## config.mk

```make
export PLATFORM = sky130hd
export DESIGN_NAME = cache_tag_lookup
export DESIGN_NICKNAME = d
export VERILOG_FILES = /design/src/rtl/cache_tag_lookup.sv
export SDC_FILE = /design/constraint.sdc
export NUM_CORES = 2
export LEC_CHECK = 0
export ABC_AREA = 1
export ABC_CLOCK_PERIOD_IN_PS = 5200
export CAP_MARGIN = 20
export CORE_ASPECT_RATIO = 1.4
export CORE_MARGIN = 2
export CORE_UTILIZATION = 30
export DETAILED_ROUTE_END_ITERATION = 8
export PLACE_DENSITY = 0.58
export SKIP_CTS_REPAIR_TIMING = 1
export SLEW_MARGIN = 20
export SYNTH_ARGS = -nofsm -noshare
export SYNTH_HDL_FRONTEND = slang
export SYNTH_SLANG_ARGS = --single-unit
```

## constraint.sdc

```tcl
create_clock -name clk_i -period 5.2 [get_ports clk_i]
set_input_delay 1.04 -clock clk_i [delete_from_list [all_inputs] [get_ports clk_i]]
set_output_delay 1.04 -clock clk_i [all_outputs]
set_load 0.02 [all_outputs]
```

## src/rtl/cache_tag_lookup.sv

```systemverilog
// ---------------------------------------------------------------------------
// cache_tag_lookup
//
// Set-associative tag compare stage with a one-entry registered response
// buffer and per-set tree pseudo-LRU replacement state.
//
// Ports
//   clk_i, rst_i        clock, synchronous active-high reset
//   req_valid_i/ready_o lookup handshake (ready = response slot free)
//   req_addr_i          lookup address (tag + set index + word offset)
//   tagways_i           tag RAM read data for the request set, {valid, tag}
//   dataways_i          data RAM read data for the request set
//   rsp_valid_o/ready_i response handshake
//   rsp_data_o          OR of the hit-way data, zero on a miss
//   rsp_hit_o           at least one way hit
//   rsp_way_o           hit mask (multi-hot on a multi-hit)
//   rsp_victim_o        one-hot replacement way
//   rsp_multihit_o      more than one way hit
//   fill_valid_i        a line fill completed this cycle
//   fill_addr_i         fill address (only the set index is used)
//   fill_way_i          one-hot way that was filled
// ---------------------------------------------------------------------------
module cache_tag_lookup #(
    parameter int NUM_WAYS         = 4,
    parameter int ADDR_WIDTH       = 32,
    parameter int DATA_WIDTH       = 32,
    parameter int CLINE_SIZE_WORD  = 4,
    parameter int CLINE_ADDR_WIDTH = 7,
    localparam int TAG_OFF = $clog2(CLINE_SIZE_WORD) + CLINE_ADDR_WIDTH,
    localparam int TAG_W   = ADDR_WIDTH - TAG_OFF + 1
) (
    input  logic                           clk_i,
    input  logic                           rst_i,
    input  logic                           req_valid_i,
    output logic                           req_ready_o,
    input  logic [ADDR_WIDTH-1:0]          req_addr_i,
    input  logic [TAG_W*NUM_WAYS-1:0]      tagways_i,
    input  logic [DATA_WIDTH*NUM_WAYS-1:0] dataways_i,
    output logic                           rsp_valid_o,
    input  logic                           rsp_ready_i,
    output logic [DATA_WIDTH-1:0]          rsp_data_o,
    output logic                           rsp_hit_o,
    output logic [NUM_WAYS-1:0]            rsp_way_o,
    output logic [NUM_WAYS-1:0]            rsp_victim_o,
    output logic                           rsp_multihit_o,
    input  logic                           fill_valid_i,
    input  logic [ADDR_WIDTH-1:0]          fill_addr_i,
    input  logic [NUM_WAYS-1:0]            fill_way_i
);

    localparam int WORD_OFF = $clog2(CLINE_SIZE_WORD);
    localparam int NUM_SETS = 1 << CLINE_ADDR_WIDTH;
    localparam int TAGF_W   = TAG_W - 1;

    function automatic int count_ones(input logic [NUM_WAYS-1:0] v);
        int n;
        n = 0;
        for (int i = 0; i < NUM_WAYS; i++) begin
            if (v[i]) n++;
        end
        return n;
    endfunction

    function automatic int onehot_index(input logic [NUM_WAYS-1:0] v);
        int idx;
        idx = 0;
        for (int i = 0; i < NUM_WAYS; i++) begin
            if (v[i]) idx = i;
        end
        return idx;
    endfunction

    logic [CLINE_ADDR_WIDTH-1:0] req_set;
    logic [CLINE_ADDR_WIDTH-1:0] fill_set;
    logic [TAGF_W-1:0]           req_tag;
    logic [NUM_WAYS-1:0]         way_valid;
    logic [NUM_WAYS-1:0]         hit_vec;
    logic [NUM_WAYS-1:0]         invalid_pick;
    logic [NUM_WAYS-1:0]         plru_victim;
    logic [DATA_WIDTH-1:0]       hit_data;
    logic                        accept;
    logic                        single_hit;
    logic                        multi_hit;
    logic                        fill_ok;
    logic                        unused_addr;

    logic                  rsp_valid_q, rsp_valid_d;
    logic                  rsp_hit_q, rsp_hit_d;
    logic                  rsp_multihit_q, rsp_multihit_d;
    logic [NUM_WAYS-1:0]   rsp_way_q, rsp_way_d;
    logic [NUM_WAYS-1:0]   rsp_victim_q, rsp_victim_d;
    logic [DATA_WIDTH-1:0] rsp_data_q, rsp_data_d;

    assign req_set     = req_addr_i[WORD_OFF +: CLINE_ADDR_WIDTH];
    assign fill_set    = fill_addr_i[WORD_OFF +: CLINE_ADDR_WIDTH];
    assign req_tag     = req_addr_i[TAG_OFF +: TAGF_W];
    // Word offset and fill tag bits are irrelevant to this stage.
    assign unused_addr = ^{req_addr_i, fill_addr_i};

    // The response slot can take a new request when it is empty or is being
    // drained this very cycle.
    assign req_ready_o = !rsp_valid_q || rsp_ready_i;
    assign accept      = req_valid_i && req_ready_o;

    // Tag compare: each way carries its valid flag in the MSB of its tag
    // slice; hit data is the OR of every hitting way so a multi-hit still
    // produces a deterministic value.
    always_comb begin
        way_valid = '0;
        hit_vec   = '0;
        hit_data  = '0;
        for (int i = 0; i < NUM_WAYS; i++) begin
            way_valid[i] = tagways_i[TAG_W*i + TAGF_W];
            hit_vec[i]   = way_valid[i] && (tagways_i[TAG_W*i +: TAGF_W] == req_tag);
            if (hit_vec[i]) begin
                hit_data = hit_data | dataways_i[DATA_WIDTH*i +: DATA_WIDTH];
            end
        end
    end

    // Empty ways are always preferred as victims; scanning from the top
    // down lets the lowest-index invalid way win.
    always_comb begin
        invalid_pick = '0;
        for (int i = NUM_WAYS - 1; i >= 0; i--) begin
            if (!way_valid[i]) begin
                invalid_pick    = '0;
                invalid_pick[i] = 1'b1;
            end
        end
    end

    assign single_hit = (count_ones(hit_vec) == 1);
    assign multi_hit  = (count_ones(hit_vec) > 1);
    assign fill_ok    = fill_valid_i && (count_ones(fill_way_i) == 1);

    generate
        if (NUM_WAYS > 1) begin : g_plru
            localparam int PLRU_W = NUM_WAYS - 1;

            logic [PLRU_W-1:0] plru_q [NUM_SETS];
            logic [PLRU_W-1:0] plru_d [NUM_SETS];

            // Depth of heap node n (root = 0, children of n at 2n+1 / 2n+2).
            function automatic int node_level(input int n);
                int l;
                l = 0;
                for (int k = 1; k < 4; k++) begin
                    if ((1 << k) <= n + 1) l = k;
                end
                return l;
            endfunction

            // Every node whose subtree contains the touched way is made to
            // point at the other half (1 = victim in the upper half).
            function automatic logic [PLRU_W-1:0] plru_touch(input logic [PLRU_W-1:0] bits,
                                                             input int way);
                logic [PLRU_W-1:0] r;
                int lvl, span, pos;
                r = bits;
                for (int n = 0; n < PLRU_W; n++) begin
                    lvl  = node_level(n);
                    span = NUM_WAYS >> lvl;
                    pos  = n + 1 - (1 << lvl);
                    if ((way / span) == pos) begin
                        r[n] = ((way % span) < (span / 2));
                    end
                end
                return r;
            endfunction

            // A way is the victim when every node on its path points toward it.
            function automatic logic [NUM_WAYS-1:0] plru_pick(input logic [PLRU_W-1:0] bits);
                logic [NUM_WAYS-1:0] v;
                logic match;
                int lvl, span, pos;
                v = '0;
                for (int w = 0; w < NUM_WAYS; w++) begin
                    match = 1'b1;
                    for (int n = 0; n < PLRU_W; n++) begin
                        lvl  = node_level(n);
                        span = NUM_WAYS >> lvl;
                        pos  = n + 1 - (1 << lvl);
                        if (((w / span) == pos) && (bits[n] != ((w % span) >= (span / 2)))) begin
                            match = 1'b0;
                        end
                    end
                    v[w] = match;
                end
                return v;
            endfunction

            // Fill touch first, lookup touch last, so a lookup hit in the
            // same set as a fill ends up as the most recently used way.
            always_comb begin
                plru_d = plru_q;
                if (fill_ok) begin
                    plru_d[fill_set] = plru_touch(plru_d[fill_set], onehot_index(fill_way_i));
                end
                if (accept && single_hit) begin
                    plru_d[req_set] = plru_touch(plru_d[req_set], onehot_index(hit_vec));
                end
            end

            // Replacement state storage, cleared to all-zero on reset.
            always_ff @(posedge clk_i) begin
                for (int s = 0; s < NUM_SETS; s++) begin
                    plru_q[s] <= rst_i ? '0 : plru_d[s];
                end
            end

            assign plru_victim = plru_pick(plru_q[req_set]);
        end else begin : g_no_plru
            assign plru_victim = '1;
        end
    endgenerate

    // Response buffer: loads on acceptance, empties when drained without a
    // replacement; payload holds otherwise so it is stable under stall.
    always_comb begin
        rsp_valid_d    = rsp_valid_q;
        rsp_hit_d      = rsp_hit_q;
        rsp_multihit_d = rsp_multihit_q;
        rsp_way_d      = rsp_way_q;
        rsp_victim_d   = rsp_victim_q;
        rsp_data_d     = rsp_data_q;
        if (accept) begin
            rsp_valid_d    = 1'b1;
            rsp_hit_d      = |hit_vec;
            rsp_multihit_d = multi_hit;
            rsp_way_d      = hit_vec;
            rsp_victim_d   = (|invalid_pick) ? invalid_pick : plru_victim;
            rsp_data_d     = hit_data;
        end else if (rsp_ready_i) begin
            rsp_valid_d = 1'b0;
        end
    end

    // Response registers with synchronous reset.
    always_ff @(posedge clk_i) begin
        if (rst_i) begin
            rsp_valid_q    <= 1'b0;
            rsp_hit_q      <= 1'b0;
            rsp_multihit_q <= 1'b0;
            rsp_way_q      <= '0;
            rsp_victim_q   <= '0;
            rsp_data_q     <= '0;
        end else begin
            rsp_valid_q    <= rsp_valid_d;
            rsp_hit_q      <= rsp_hit_d;
            rsp_multihit_q <= rsp_multihit_d;
            rsp_way_q      <= rsp_way_d;
            rsp_victim_q   <= rsp_victim_d;
            rsp_data_q     <= rsp_data_d;
        end
    end

    assign rsp_valid_o    = rsp_valid_q;
    assign rsp_hit_o      = rsp_hit_q;
    assign rsp_multihit_o = rsp_multihit_q;
    assign rsp_way_o      = rsp_way_q;
    assign rsp_victim_o   = rsp_victim_q;
    assign rsp_data_o     = rsp_data_q;

endmodule

```

==> metrics <==
Slowest cell on crit path=clkdlybuf4s50_1; CP required=roughly 5700 ps; hold endpoint=g_plru.plru_q[96]; total track usage=30.2%; fmax=~0.2 GHz; Slew HR=~36%; Worst R2R Path Depth=28; WL/cell=22.1 um; setup ws final=194 ps; H-tree depth=2; clock sinks=about 430; Clock Skews=46.5 ps; hold-critical path depth=2; Slew Viols, Final=0; Synth Area in Simple Gates=31.6%; worst-margin pin slew=966 ps; first-pass GRT wire length=245 mm; status=finished, final reports clean; row count=140; largest net degree at the start of global routing=124; Worst Path Arrival=between 5000 and 6000 ps; Seq/Total Area, Yosys=a little over a quarter; area growth from synthesis to layout=38.5%; PortBufs=313; max cap viols=0; crit-path max cell delay=480 ps; final setup fails=0; Most used DFF post-synth=dfxtp_1; multiplexer share of the synthesized area=0%; syn avg cell area=5.81 um^2; io pins=341; most used cell, CP=nand2_1; die extent in y=a little under 400 um; final period utilization=96.3%; Leak=between 15 and 20 nW; clock insertion delay at the later pin of the skew report=around 650 ps; flip-flop and latch count after synthesis=about 430; Final Non-Filler Cells=7,582; RSZ-0062 raised after global routing=true; layout cells sized above 1=15.2%; Initial Util=30.1%; worst slack, placed=-639 ps; Worst Setup End Kind=flip-flop; Synth Warn #=0; Nets=around 6,500; ys async rst share=0%; R2R Setup Slk=~1100 ps; CTS max path bufs=3; final wirelength=168 mm; remaining global-route overflow=0; DP Cell Count=roughly 7,500; DR pass1 iterations=6; Synth Area in XOR/XNOR=0.700%; via count=41,100; DRC=0; worst r2r dst=g_plru.plru_q[218]; mapped cell area=31,300 um^2; Setup CP Type=in -> reg; startpoint type of the worst setup path=input port; vias in the first global route=39,500; fin crit period=around 5000 ps; setup TNS=0 ps; total die area=107,000 um^2; post-route ant nets=0; vias per inst=5.41; adder-cell area share of the yosys netlist=0.240%; PwrDens=196 nW/um^2; Mapped Cells=5,376; worst r2r src=g_plru.plru_q[146]; initial antenna violation count=3; Hold Violations, Final=0; CTS tree=yes; synth unique cells=45; Root Buffer Master=clkbuf_16; IR drop worst, VDD=200 uV; Die W=277 um; Crit Path Max Fanout=12; post-DP HPWL=120 mm; complex-gate fraction of the synthesized area=28.1%; Placer Congestion=1.03; largest family of logic cells by synthesized area=simple AND/OR/NAND/NOR gates; hold_sp=g_plru.plru_q[96]; type of the most critical hold path=reg -> reg; synthesized net count=5,679; EDFF count, synth=0; core outline area=104,000 um^2; Worst-path clk slew=70 ps; initial drt markers=between 4,000 and 5,000; Num CTS Buffers=48
## synthesized netlist by cell type (4+ instances only)
| library cell | instances | share of area (%) |
|---|---|---|
| buf_2 | 48 | 0.77 |
| o22ai_1 | 95 | 1.9 |
| o2111ai_1 | 18 | 0.50 |
| o211ai_1 | 51 | 1.2 |
| nand3_1 | 262 | 4.2 |
| or2_2 | 27 | 0.54 |
| xnor2_1 | 5 | 0.14 |
| buf_4 | 36 | 0.86 |
| clkinv_1 | 8 | 0.096 |
| inv_2 | 7 | 0.084 |
| dfxtp_1 | 427 | 27 |
| a21oi_1 | 370 | 5.9 |
| a21o_1 | 39 | 0.94 |
| buf_1 | 19 | 0.23 |
| nand4_1 | 38 | 0.76 |
| clkbuf_1 | 197 | 2.4 |
| o21a_1 | 13 | 0.31 |
| nand2_1 | 1598 | 19 |
| o2bb2ai_1 | 5 | 0.14 |
| a22oi_1 | 50 | 1.2 |
| o41ai_1 | 21 | 0.59 |
| a21boi_0 | 98 | 2.4 |
| nor4_1 | 18 | 0.36 |
| inv_1 | 610 | 7.3 |
| buf_6 | 6 | 0.22 |
| nor4b_1 | 4 | 0.11 |
| a221oi_1 | 33 | 0.92 |
| a211oi_1 | 30 | 0.72 |
| nor2_1 | 517 | 6.2 |
| xor2_1 | 20 | 0.56 |
| a31oi_1 | 69 | 1.4 |
| o21ai_0 | 575 | 9.2 |
| o21ai_1 | 32 | 0.51 |
| ha_1 | 6 | 0.24 |
## power breakdown
group	total [mW]	internal (mW)	switching, mW
Combinational	1.45	0.560	0.889
Clock	3.72	2.09	1.63
Sequential	3.31	3.29	0.0137
## state kept, by name, summed over array words and instances (netlist names)
register / count
g_plru.plru_q: 384
rsp_data_o: 32
rsp_hit_o: 1
rsp_multihit_o: 1
rsp_valid_o: 1
rsp_victim_o: 4
rsp_way_o: 4
## cell type report
cell class                 count  area [um^2]
clock buffer                  68         1450
fill                       11200        60400
timing repair inverter         1         7.51
antenna                        1         2.50
clock inverter                22          201
tap                         1349         1690
sequential                   427         8550
timing repair buffer        1071         9820
inverter                     625         2360
multi-input combinational   4018        19200
## worst max-delay path by stage
stage / slack, ps / endpoint / startpoint
3_3_place_gp: -620 / g_plru.plru_q[141] / req_addr_i[18]
2_1_floorplan: 450 / g_plru.plru_q[231] / req_addr_i[11]
5_1_grt: -20 / g_plru.plru_q[218] / fill_way_i[0]
3_5_place_dp: -640 / g_plru.plru_q[141] / req_addr_i[18]
4_1_cts: -3 / g_plru.plru_q[104] / req_addr_i[18]
6_report: 190 / g_plru.plru_q[218] / fill_way_i[0]
## metal layers
metal	track usage (%)	vias up	routed length, um
met5	0	-	13
met4	23.7	2	15000
met3	6.00	644	16100
met2	50.5	2375	76000
met1	33.8	18600	60400
li1	-	19400	-
## worst max-delay path: cells and delay by family
family | cells | cell delay, ps
buf+inv | 10 | 1790
simple gates | 16 | 1690
fa+ha+maj | 2 | 520
compound gates | 3 | 280
xor+xnor | 1 | 170
## cell families (layout without fill, tap and decap cells)
family | Yosys count | after routing
fa+ha+maj | 6 | 6
xor+xnor | 25 | 25
compound gates | 1510 | 1510
other cells | 0 | 1
flops | 427 | 427
simple gates | 2477 | 2477
buf+inv | 931 | 1787
## cells in the final DEF, fill, tap and decap left out, drive strengths merged, types with 50 or more instances in the layout
cell type / instances
a21oi: 370
o21ai: 607
a22oi: 50
o211ai: 51
a31oi: 69
inv: 618
nand3: 262
clkbuf: 69
dfxtp: 427
buf: 759
nand2: 1601
clkdlybuf4s50: 310
o22ai: 95
nor2: 520
a21boi: 98
## through the flow
step | total power, mW | utilization [%] | hold WS (ps) | instance area, um^2
after global routing | 8.70 | 41.8 | 500 | 43300
final | 8.47 | 41.8 | 481 | 43300
after global placement | 4.76 | 39.9 | 469 | 41400
after detailed placement | 4.75 | 39.9 | 473 | 41400
after CTS | 8.45 | 41.5 | 483 | 43100
after floorplan | 3.91 | - | 447 | 31300
Note: power is estimated with default switching activity, not from simulation.
